`src/rtl/jtag_tap.sv`:
```
// IEEE 1149.1 TAP controller with instruction register, BYPASS, IDCODE and one user DR.
// State and scan registers advance on rising TCK; TDO/TDO_EN are launched on falling TCK.
module jtag_tap #(
    parameter int unsigned     IR_W       = 4,
    parameter logic [31:0]     IDCODE_VAL = 32'h1000_0001,
    parameter logic [IR_W-1:0] IDCODE_OP  = 4'b0001,
    parameter logic [IR_W-1:0] USER_OP    = 4'b0010,
    parameter int unsigned     USER_W     = 8
) (
    input  logic              TCK,
    input  logic              TRST,
    input  logic              TMS,
    input  logic              TDI,
    output logic              TDO,
    output logic              TDO_EN,
    output logic [3:0]        state,
    output logic [IR_W-1:0]   ir,
    input  logic [USER_W-1:0] user_capture,
    output logic [USER_W-1:0] user_update,
    output logic              user_update_stb,
    output logic              test_logic_reset
);

    localparam int unsigned DR_W = (USER_W > 32) ? USER_W : 32;

    typedef enum logic [3:0] {
        TLR    = 4'h0, RTI    = 4'h1, SEL_DR = 4'h2, CAP_DR = 4'h3,
        SH_DR  = 4'h4, EX1_DR = 4'h5, PA_DR  = 4'h6, EX2_DR = 4'h7,
        UPD_DR = 4'h8, SEL_IR = 4'h9, CAP_IR = 4'hA, SH_IR  = 4'hB,
        EX1_IR = 4'hC, PA_IR  = 4'hD, EX2_IR = 4'hE, UPD_IR = 4'hF
    } tap_state_t;

    tap_state_t        state_q, state_d;
    logic [IR_W-1:0]   ir_sr_q, ir_sr_d;
    logic [IR_W-1:0]   ir_q, ir_d;
    logic [DR_W-1:0]   dr_q, dr_d;
    logic [USER_W-1:0] user_update_q, user_update_d;
    logic              stb_q, stb_d;
    logic              tdo_q, tdo_d;
    logic              tdo_en_q, tdo_en_d;
    logic              sel_idcode_s, sel_user_s;

    // IDCODE wins if both opcodes were ever configured identical; anything else is BYPASS.
    assign sel_idcode_s = (ir_q == IDCODE_OP);
    assign sel_user_s   = (ir_q == USER_OP) && !sel_idcode_s;

    // TAP state register.
    always_ff @(posedge TCK or negedge TRST) begin
        if (!TRST) begin
            state_q <= TLR;
        end else begin
            state_q <= state_d;
        end
    end

    // TAP next-state decode from TMS.
    always_comb begin
        state_d = state_q;
        case (state_q)
            TLR:    state_d = TMS ? TLR    : RTI;
            RTI:    state_d = TMS ? SEL_DR : RTI;
            SEL_DR: state_d = TMS ? SEL_IR : CAP_DR;
            CAP_DR: state_d = TMS ? EX1_DR : SH_DR;
            SH_DR:  state_d = TMS ? EX1_DR : SH_DR;
            EX1_DR: state_d = TMS ? UPD_DR : PA_DR;
            PA_DR:  state_d = TMS ? EX2_DR : PA_DR;
            EX2_DR: state_d = TMS ? UPD_DR : SH_DR;
            UPD_DR: state_d = TMS ? SEL_DR : RTI;
            SEL_IR: state_d = TMS ? TLR    : CAP_IR;
            CAP_IR: state_d = TMS ? EX1_IR : SH_IR;
            SH_IR:  state_d = TMS ? EX1_IR : SH_IR;
            EX1_IR: state_d = TMS ? UPD_IR : PA_IR;
            PA_IR:  state_d = TMS ? EX2_IR : PA_IR;
            EX2_IR: state_d = TMS ? UPD_IR : SH_IR;
            UPD_IR: state_d = TMS ? SEL_DR : RTI;
            default: state_d = TLR;
        endcase
    end

    // Capture/shift/update behaviour of the IR, the shared DR and the user output.
    always_comb begin
        ir_sr_d       = ir_sr_q;
        ir_d          = ir_q;
        dr_d          = dr_q;
        user_update_d = user_update_q;
        stb_d         = 1'b0;
        case (state_q)
            TLR:    ir_d    = IDCODE_OP;
            CAP_IR: ir_sr_d = {{(IR_W-1){1'b0}}, 1'b1};
            SH_IR:  ir_sr_d = {TDI, ir_sr_q[IR_W-1:1]};
            UPD_IR: ir_d    = ir_sr_q;
            CAP_DR: begin
                if (sel_idcode_s) begin
                    dr_d = DR_W'(IDCODE_VAL);
                end else if (sel_user_s) begin
                    dr_d = DR_W'(user_capture);
                end else begin
                    dr_d = '0;
                end
            end
            SH_DR: begin
                // Bits above the active length carry don't-care data.
                dr_d = {1'b0, dr_q[DR_W-1:1]};
                if (sel_idcode_s) begin
                    dr_d[31] = TDI;
                end else if (sel_user_s) begin
                    dr_d[USER_W-1] = TDI;
                end else begin
                    dr_d[0] = TDI;
                end
            end
            UPD_DR: begin
                if (sel_user_s) begin
                    user_update_d = dr_q[USER_W-1:0];
                    stb_d         = 1'b1;
                end else begin
                    user_update_d = user_update_q;
                end
            end
            default: ir_d = ir_q;
        endcase
    end

    // Rising-edge scan and user registers.
    always_ff @(posedge TCK or negedge TRST) begin
        if (!TRST) begin
            ir_sr_q       <= '0;
            ir_q          <= IDCODE_OP;
            dr_q          <= '0;
            user_update_q <= '0;
            stb_q         <= 1'b0;
        end else begin
            ir_sr_q       <= ir_sr_d;
            ir_q          <= ir_d;
            dr_q          <= dr_d;
            user_update_q <= user_update_d;
            stb_q         <= stb_d;
        end
    end

    // TDO source selection for the falling-edge launch.
    always_comb begin
        tdo_d    = 1'b0;
        tdo_en_d = 1'b0;
        if (state_q == SH_DR) begin
            tdo_d    = dr_q[0];
            tdo_en_d = 1'b1;
        end else if (state_q == SH_IR) begin
            tdo_d    = ir_sr_q[0];
            tdo_en_d = 1'b1;
        end else begin
            tdo_d    = 1'b0;
            tdo_en_d = 1'b0;
        end
    end

    // Falling-edge TDO launch.
    always_ff @(negedge TCK or negedge TRST) begin
        if (!TRST) begin
            tdo_q    <= 1'b0;
            tdo_en_q <= 1'b0;
        end else begin
            tdo_q    <= tdo_d;
            tdo_en_q <= tdo_en_d;
        end
    end

    assign TDO              = tdo_q;
    assign TDO_EN           = tdo_en_q;
    assign state            = state_q;
    assign ir               = ir_q;
    assign user_update      = user_update_q;
    assign user_update_stb  = stb_q;
    assign test_logic_reset = (state_q == TLR);

endmodule

```
`config.mk`:
```
export PLATFORM = sky130hd
export DESIGN_NAME = jtag_tap
export DESIGN_NICKNAME = d
export VERILOG_FILES = /design/src/rtl/jtag_tap.sv
export SDC_FILE = /design/constraint.sdc
export NUM_CORES = 1
export LEC_CHECK = 0
export BUFFER_PORTS_ARGS = -buffer_cell sky130_fd_sc_hd__buf_4
export CAP_MARGIN = 20
export CORE_ASPECT_RATIO = 0.9
export CORE_MARGIN = 2
export CORE_UTILIZATION = 50
export CTS_BUF_LIST = sky130_fd_sc_hd__clkbuf_4 sky130_fd_sc_hd__clkbuf_8 sky130_fd_sc_hd__clkbuf_16
export DETAILED_ROUTE_END_ITERATION = 7
export PLACE_DENSITY_LB_ADDON = 0.1
export SETUP_SLACK_MARGIN = 0.3
export SKIP_CTS_REPAIR_TIMING = 1
export SLEW_MARGIN = 10
export SYNTH_ARGS = -nofsm -noshare
export SYNTH_HDL_FRONTEND = slang
export SYNTH_SLANG_ARGS = --single-unit
```
`constraint.sdc`:
```
create_clock -name TCK -period 2.5 [get_ports TCK]
set_clock_uncertainty 0.15 [all_clocks]
set_input_delay 0.5 -clock TCK [delete_from_list [all_inputs] [get_ports TCK]]
set_output_delay 0.5 -clock TCK [all_outputs]
set_load 0.01 [all_outputs]
```
==> results.sh, run 1 <==
export IMPL_crit_arrival_ns=2.06
export IMPL_path_max_fanout=1
export IMPL_fin_ws_ns=-0.210
export IMPL_setup_tns_ns=-0.417
export IMPL_worstSkewPairLatency_ns=0.30
export IMPL_syn_nets=222
export IMPL_finalSetupViolCount=2
export IMPL_worst_slew_pin_slew_ns=0.458
export IMPL_nFillCells=391
export IMPL_globalRouteOverflowTotal=0
export IMPL_slew_violations=0
export IMPL_hold_viol_final=0
export IMPL_fp_dieArea_mm2=0.00539
export IMPL_multiInputGateArea_um2=963
export IMPL_drive_gt1_share_pct=32.0
export IMPL_rrSetupSlack_ns=0
export IMPL_drc=0
export IMPL_p_sw_mw=1.10
export IMPL_vias_per_cell=5.73
export IMPL_yosysUniqueCellTypes=44
export IMPL_synth_edf_count=0
export IMPL_drtPass1Iterations=5
export IMPL_grt_pass1_wl_um=8280
export IMPL_reg2regPathDepth=3
export IMPL_fp_dieH_um=69.9
export IMPL_grt_max_degree=39
export IMPL_relSlewSlack_pct=69.5
export IMPL_comb_power_share_pct=41.7
export IMPL_gp_congestion=0.874
export IMPL_worstHoldEndpoint="dr_q[5]$_DFFE_PN0N_"
export IMPL_min_from="user_capture[5]"
export IMPL_worstSetupPathType="reg2out"
export IMPL_startpoint_type="register"
export IMPL_cts_clk_slew_worst_paths_ns=0.10
export IMPL_wire_per_inst_um=16.0
export IMPL_clk_path_buf_depth=2
export IMPL_crit_chain="buf_4"
export IMPL_status="finished, violations left"
export IMPL_internal_power_mw=1.86
export IMPL_async_flop_share_pct=100
export IMPL_path_buf_inv=1
export IMPL_max_cap_violations=0
export IMPL_syn_area_mm2=0.00241
export IMPL_core_area_mm2=0.00455
export IMPL_port_buffer_count=31
export IMPL_synth_area_leader_cell="dfrtp_1"
export IMPL_cp_slowest_cell="dfrtn_1"
export IMPL_worstReg2RegEnd="TDO$_DFF_NN0_"
export IMPL_path_delay_family="flip-flops"
export IMPL_cp_required_ns=1.85
export IMPL_synth_area_per_cell_um2=11.5
export IMPL_ys_ff_latch=55
export IMPL_synthToLayoutAreaGrowth_pct=21.4
export IMPL_cts_sinks=55
export IMPL_final_nets=264
export IMPL_antennaDiodeCount=0
export IMPL_dp_hpwl_um=3280
export IMPL_dp_cells=299
export IMPL_finalPower_mw=2.96
export IMPL_reg2reg_from="state[2]$_DFF_PN0_"
export IMPL_rsz0062_at_grt="yes"
export IMPL_io_pin_count=32
export IMPL_fp_row_count=23
export IMPL_cts_buffers=5
export IMPL_yosysSeqAreaShare_pct=57.1
export IMPL_cts_tree="built"
export IMPL_syn_inst=210
export IMPL_synth_flop_cell="dfrtp_1"
export IMPL_grt_pass1_vias=1726
export IMPL_hold_path_cell_count=3
export IMPL_end_kind="output port"
export IMPL_clockPowerShare_pct=15.7
export IMPL_die_w_um=77.2
export IMPL_critPathMaxStageDelay_ns=0.40
export IMPL_synth_area_leaders="dfrtp_1 (54%), a22o_1 (8.0%), mux2_4 (5.0%)"
export IMPL_h_tree_depth=2
export IMPL_cts_root_buf="clkbuf_8"
export IMPL_layoutNonFillerInstCount=315
export IMPL_whs_ns=0.295
export IMPL_ir_worst_vdd_mv=0.516
export IMPL_regArea_mm2=0.00138
export IMPL_grtUsageTotal_pct=19.0
export IMPL_p_seq_share_pct=42.5
export IMPL_power_leakage_nw=1.45
export IMPL_wl_um=5030
export IMPL_antenna_left=0
export IMPL_vias=1805
export IMPL_antenna_found_initial=0
export IMPL_start_util_pct=53.0
export IMPL_violations="negative setup slack"
export IMPL_ys_warn_count=0
export IMPL_netSwitchingFraction_pct=37.2
export IMPL_min_path_type="in2reg"
export IMPL_power_density_mw_per_mm2=1010
export IMPL_yosysTopAreaCellShare_pct=54.0
export IMPL_drt_initial_drc_count=90
[worst register-to-register path, stage by stage (launching register included)]
cell and delay (ns):
dfrtp_1 0.41, inv_2 0.05, or3_1 0.39, o32ai_1 0.24
[Yosys cell counts, types with 2 or more instances]
cell type and instances:
or3_1 2, a21oi_1 9, a221oi_1 7, o22ai_1 5, dfrtn_1 2, nor3_1 2, a22o_1 22, inv_1 8
dfrtp_1 52, nand3_1 2, nand2_1 12, clkbuf_1 12, nor2b_1 4, nor2_1 20, nand2b_1 2, o21ai_0 11
mux2_4 8, mux2i_1 4
[registers in the layout (all words and copies together), names as in the netlist]
name	cells
ir_sr_q	4
user_update_stb	1
ir	4
dr_q	32
TDO_EN	1
user_update	8
TDO	1
state	4
[placed cells by master, fill, tap and decap left out, types with 2 or more instances in the layout]
cell type,instances
dfrtp_1,50
buf_4,45
a22o_1,22
nor2_1,19
nand2_1,12
o21ai_0,10
a21oi_1,9
mux2_4,8
inv_1,7
a221oi_1,7
o22ai_1,5
clkbuf_8,5
mux2i_1,4
nor2b_1,4
buf_6,4
clkinv_2,3
dfrtn_1,2
nand2b_1,2
or4b_4,2
or4_4,2
nand3_1,2
nor3_1,2
dfrtp_2,2
[cell type report]
cell class / count / area share, %
Sequential cell: 55 / 47.1
Multi-Input combinational cell: 132 / 32.9
Timing Repair Buffer: 50 / 13.4
Tap cell: 62 / 2.65
Clock buffer: 5 / 2.35
Inverter: 8 / 1.03
Clock inverter: 3 / 0.513
[stage by stage]
step,util [%],area (um2),worst slack [ns]
5_1_grt,64.4,2930,-0.237
2_1_floorplan,-,2430,-0.0855
4_1_cts,62.3,2830,-0.224
3_3_place_gp,60.5,2750,0.0590
3_5_place_dp,60.5,2750,0.0160
6_report,64.4,2930,-0.210
[layer usage]
metal	vias up	share of wire [%]	global-route usage, %
met5	-	0	0
met2	43	47	29.7
met3	4	4.1	4.39
met1	904	48	26.6
li1	854	-	-
met4	0	0.99	5.95
[logic make-up (layout without fill, tap and decap cells)]
logic type	count (synthesis)	count (layout)	share of synthesized area (%)
AND/OR/NAND/NOR	54	55	11.7
flip-flops	55	55	57.1
multiplexers	13	13	7.11
XOR/XNOR	1	1	0.363
AO/OA/AOI/OAI	63	63	19.4
buffers and inverters	24	66	4.25
[power by group through the flow]
stage | Sequential (mW) | Combinational, mW | Clock [mW]
detailed placement | 1.28 | 1.13 | 0
floorplan | 1.28 | 0.761 | 0
global placement | 1.26 | 1.09 | 0
global route | 1.29 | 1.37 | 0.513
CTS | 1.26 | 1.14 | 0.480
finish | 1.26 | 1.23 | 0.465
[how the worst max path moves through the flow]
| stage | from | to | slack [ns] | cells past startpoint |
|---|---|---|---|---|
| floorplan | state[2]$_DFF_PN0_ | TDO_EN$_DFF_NN0_ | -0.09 | 4 |
| global placement | state[2]$_DFF_PN0_ | TDO$_DFF_NN0_ | 0.06 | 3 |
| detailed placement | state[2]$_DFF_PN0_ | TDO$_DFF_NN0_ | 0.02 | 3 |
| CTS | TDO_EN$_DFF_NN0_ | TDO_EN | -0.22 | 1 |
| global route | TDO$_DFF_NN0_ | TDO | -0.24 | 1 |
| finish | TDO_EN$_DFF_NN0_ | TDO_EN | -0.21 | 1 |
Note: power is estimated with default switching activity, not from simulation.
==> run 2: changes to the inputs <==
- CORE_UTILIZATION: 50 -> 56
==> run 2 against run 1 <==
Effect of this change:
- sequential power about the same
- first-iteration DRC count up 33%
- largest power group is now combinational logic
- worst setup slack got worse by 0.0075 ns
- routed wire length up 4.0%
- via count increased by 1.9%
- sequential cell count unchanged
- non-clock buffer count rose by 2
- the run still ends with negative setup slack left
- power increased by 2.4%
- cell area stayed put
- count of clock-buffer cells in the layout increased by 1
- register-to-register slack got worse by 0.19 ns
- critical endpoint unchanged
==> results.sh, run 2 (synthesized netlist as in run 1, its figures left out) <==
export IMPL_status="finished, violations left"
export IMPL_violations="negative setup slack"
export IMPL_vias_per_cell=6.07
export IMPL_drtPass1Iterations=4
export IMPL_startpoint_type="register"
export IMPL_antennaDiodeCount=0
export IMPL_worstSetupPathType="reg2out"
export IMPL_globalRouteOverflowTotal=0
export IMPL_endpoint="TDO_EN"
export IMPL_wire_per_inst_um=17.3
export IMPL_grtUsageTotal_pct=22.8
export IMPL_synthToLayoutAreaGrowth_pct=21.4
export IMPL_crit_start="TDO_EN$_DFF_NN0_"
export IMPL_min_path_type="in2reg"
export IMPL_drive_gt1_share_pct=32.5
export IMPL_finalSetupViolCount=3
export IMPL_power_leakage_nw=1.46
export IMPL_io_pin_count=32
export IMPL_max_cap_violations=0
export IMPL_wl_um=5230
export IMPL_path_buf_inv=1
export IMPL_post_route_util_pct=71.4
export IMPL_cts_root_buf="clkbuf_8"
export IMPL_nFillCells=310
export IMPL_hold_viol_final=0
export IMPL_die_w_um=73.2
export IMPL_end_kind="output port"
export IMPL_core_area_mm2=0.00410
export IMPL_ir_worst_vdd_mv=0.601
export IMPL_gp_congestion=0.787
export IMPL_cp_slowest_cell="dfrtn_1"
export IMPL_drc=0
export IMPL_layoutNonFillerInstCount=303
export IMPL_h_tree_depth=2
export IMPL_drt_initial_drc_count=120
export IMPL_use_met1_pct=32.6
export IMPL_postPlaceCellArea_mm2=0.00274
export IMPL_path_delay_family="flip-flops"
export IMPL_grtUsageMet2_pct=33.7
export IMPL_top_usage_layer="met2"
export IMPL_postLayoutCellArea_mm2=0.00293
export IMPL_grt_max_degree=43
export IMPL_worstReg2RegEnd="TDO$_DFF_NN0_"
export IMPL_antenna_left=0
export IMPL_fp_dieArea_mm2=0.00485
export IMPL_slew_violations=0
export IMPL_fp_row_count=22
export IMPL_crit_arrival_ns=2.07
export IMPL_fin_ws_ns=-0.217
export IMPL_final_nets=266
export IMPL_start_util_pct=58.8
export IMPL_rrSetupSlack_ns=-0.19
export IMPL_layout_common_cells="dfrtp_1 (50), buf_4 (49), a22o_1 (22)"
export IMPL_power_density_mw_per_mm2=1030
export IMPL_use_met3_pct=4.42
export IMPL_top_register="dr_q"
export IMPL_antenna_found_initial=0
export IMPL_rsz0062_at_grt="yes"
export IMPL_pre_cts_ws_ns=-0.137
export IMPL_reg2regPathDepth=3
export IMPL_grt_pass1_vias=1747
export IMPL_clk_path_buf_depth=2
export IMPL_hold_path_cell_count=3
export IMPL_crit_cells=1
export IMPL_dp_cells=286
export IMPL_port_buffer_count=31
export IMPL_critPathMaxStageDelay_ns=0.40
export IMPL_cp_required_ns=1.85
export IMPL_worst_slew_pin_slew_ns=0.515
export IMPL_crit_chain="buf_4"
export IMPL_relSlewSlack_pct=65.7
export IMPL_cts_clk_slew_worst_paths_ns=0.10
export IMPL_final_common_cell="dfrtp_1"
export IMPL_cts_sinks=55
export IMPL_reg2reg_from="state[2]$_DFF_PN0_"
export IMPL_vias=1840
export IMPL_fp_dieH_um=66.3
export IMPL_dp_hpwl_um=3480
export IMPL_worstSkewPairLatency_ns=0.30
export IMPL_cts_buffers=5
export IMPL_cts_tree="built"
export IMPL_path_max_fanout=1
export IMPL_largest_reg_flops=32
export IMPL_grt_pass1_wl_um=8340
run 2: changes by cell type in the layout (fill, tap and decap cells not counted):
| cell | before | now |
|---|---|---|
| nand2_1 | 12 | 11 |
| clkbuf_4 | 0 | 1 |
| nor2_1 | 19 | 20 |
| clkinv_2 | 3 | 1 |
| clkinvlp_4 | 0 | 1 |
| buf_4 | 45 | 49 |
| buf_6 | 4 | 2 |
| nand2_4 | 0 | 1 |
| nor2_2 | 1 | 0 |
run 2: metal layers:
layer | wire [um] | up-vias
met3 | 246 | 15
met5 | 0 | -
met1 | 2260 | 908
met2 | 2590 | 58
li1 | - | 859
met4 | 133 | 0
run 2: area by class of cell:
cell class,instances,area (um2),area share (%)
repair buffers,52,400,13.7
clock buffers,6,76.3,2.61
flip-flops and latches,55,1380,47.1
inverters,8,30.0,1.03
multi-input cells,132,968,33.1
well taps,48,60.1,2.05
clock inverters,2,12.5,0.427
run 2: worst min path at each step:
| stage | startpoint | to | slack [ns] |
|---|---|---|---|
| final | user_capture[4] | dr_q[4]$_DFFE_PN0N_ | 0.30 |
| after global routing | user_capture[5] | dr_q[5]$_DFFE_PN0N_ | 0.29 |
| after CTS | TRST | user_update[2]$_DFFE_PN0P_ | -0.13 |
| after detailed placement | TRST | user_update[0]$_DFFE_PN0P_ | 0.21 |
| after global placement | TRST | user_update[1]$_DFFE_PN0P_ | 0.20 |
| after floorplan | TRST | dr_q[0]$_DFFE_PN0N_ | 0.05 |
run 2: per-stage QoR:
stage | TNS (ns) | hold slack, ns | total power [mW]
2_1_floorplan | -0.147 | 0.0544 | 2.04
3_3_place_gp | 0 | 0.204 | 2.36
3_5_place_dp | -0.144 | 0.207 | 2.44
4_1_cts | -0.616 | -0.134 | 2.92
5_1_grt | -0.676 | 0.287 | 3.25
6_report | -0.616 | 0.296 | 3.03
run 2: power by group:
part           switching (mW)  leakage (nW)  internal [mW]
logic                   0.694         0.685          0.585
clock network           0.272        0.0446          0.207
registers               0.164         0.731           1.10
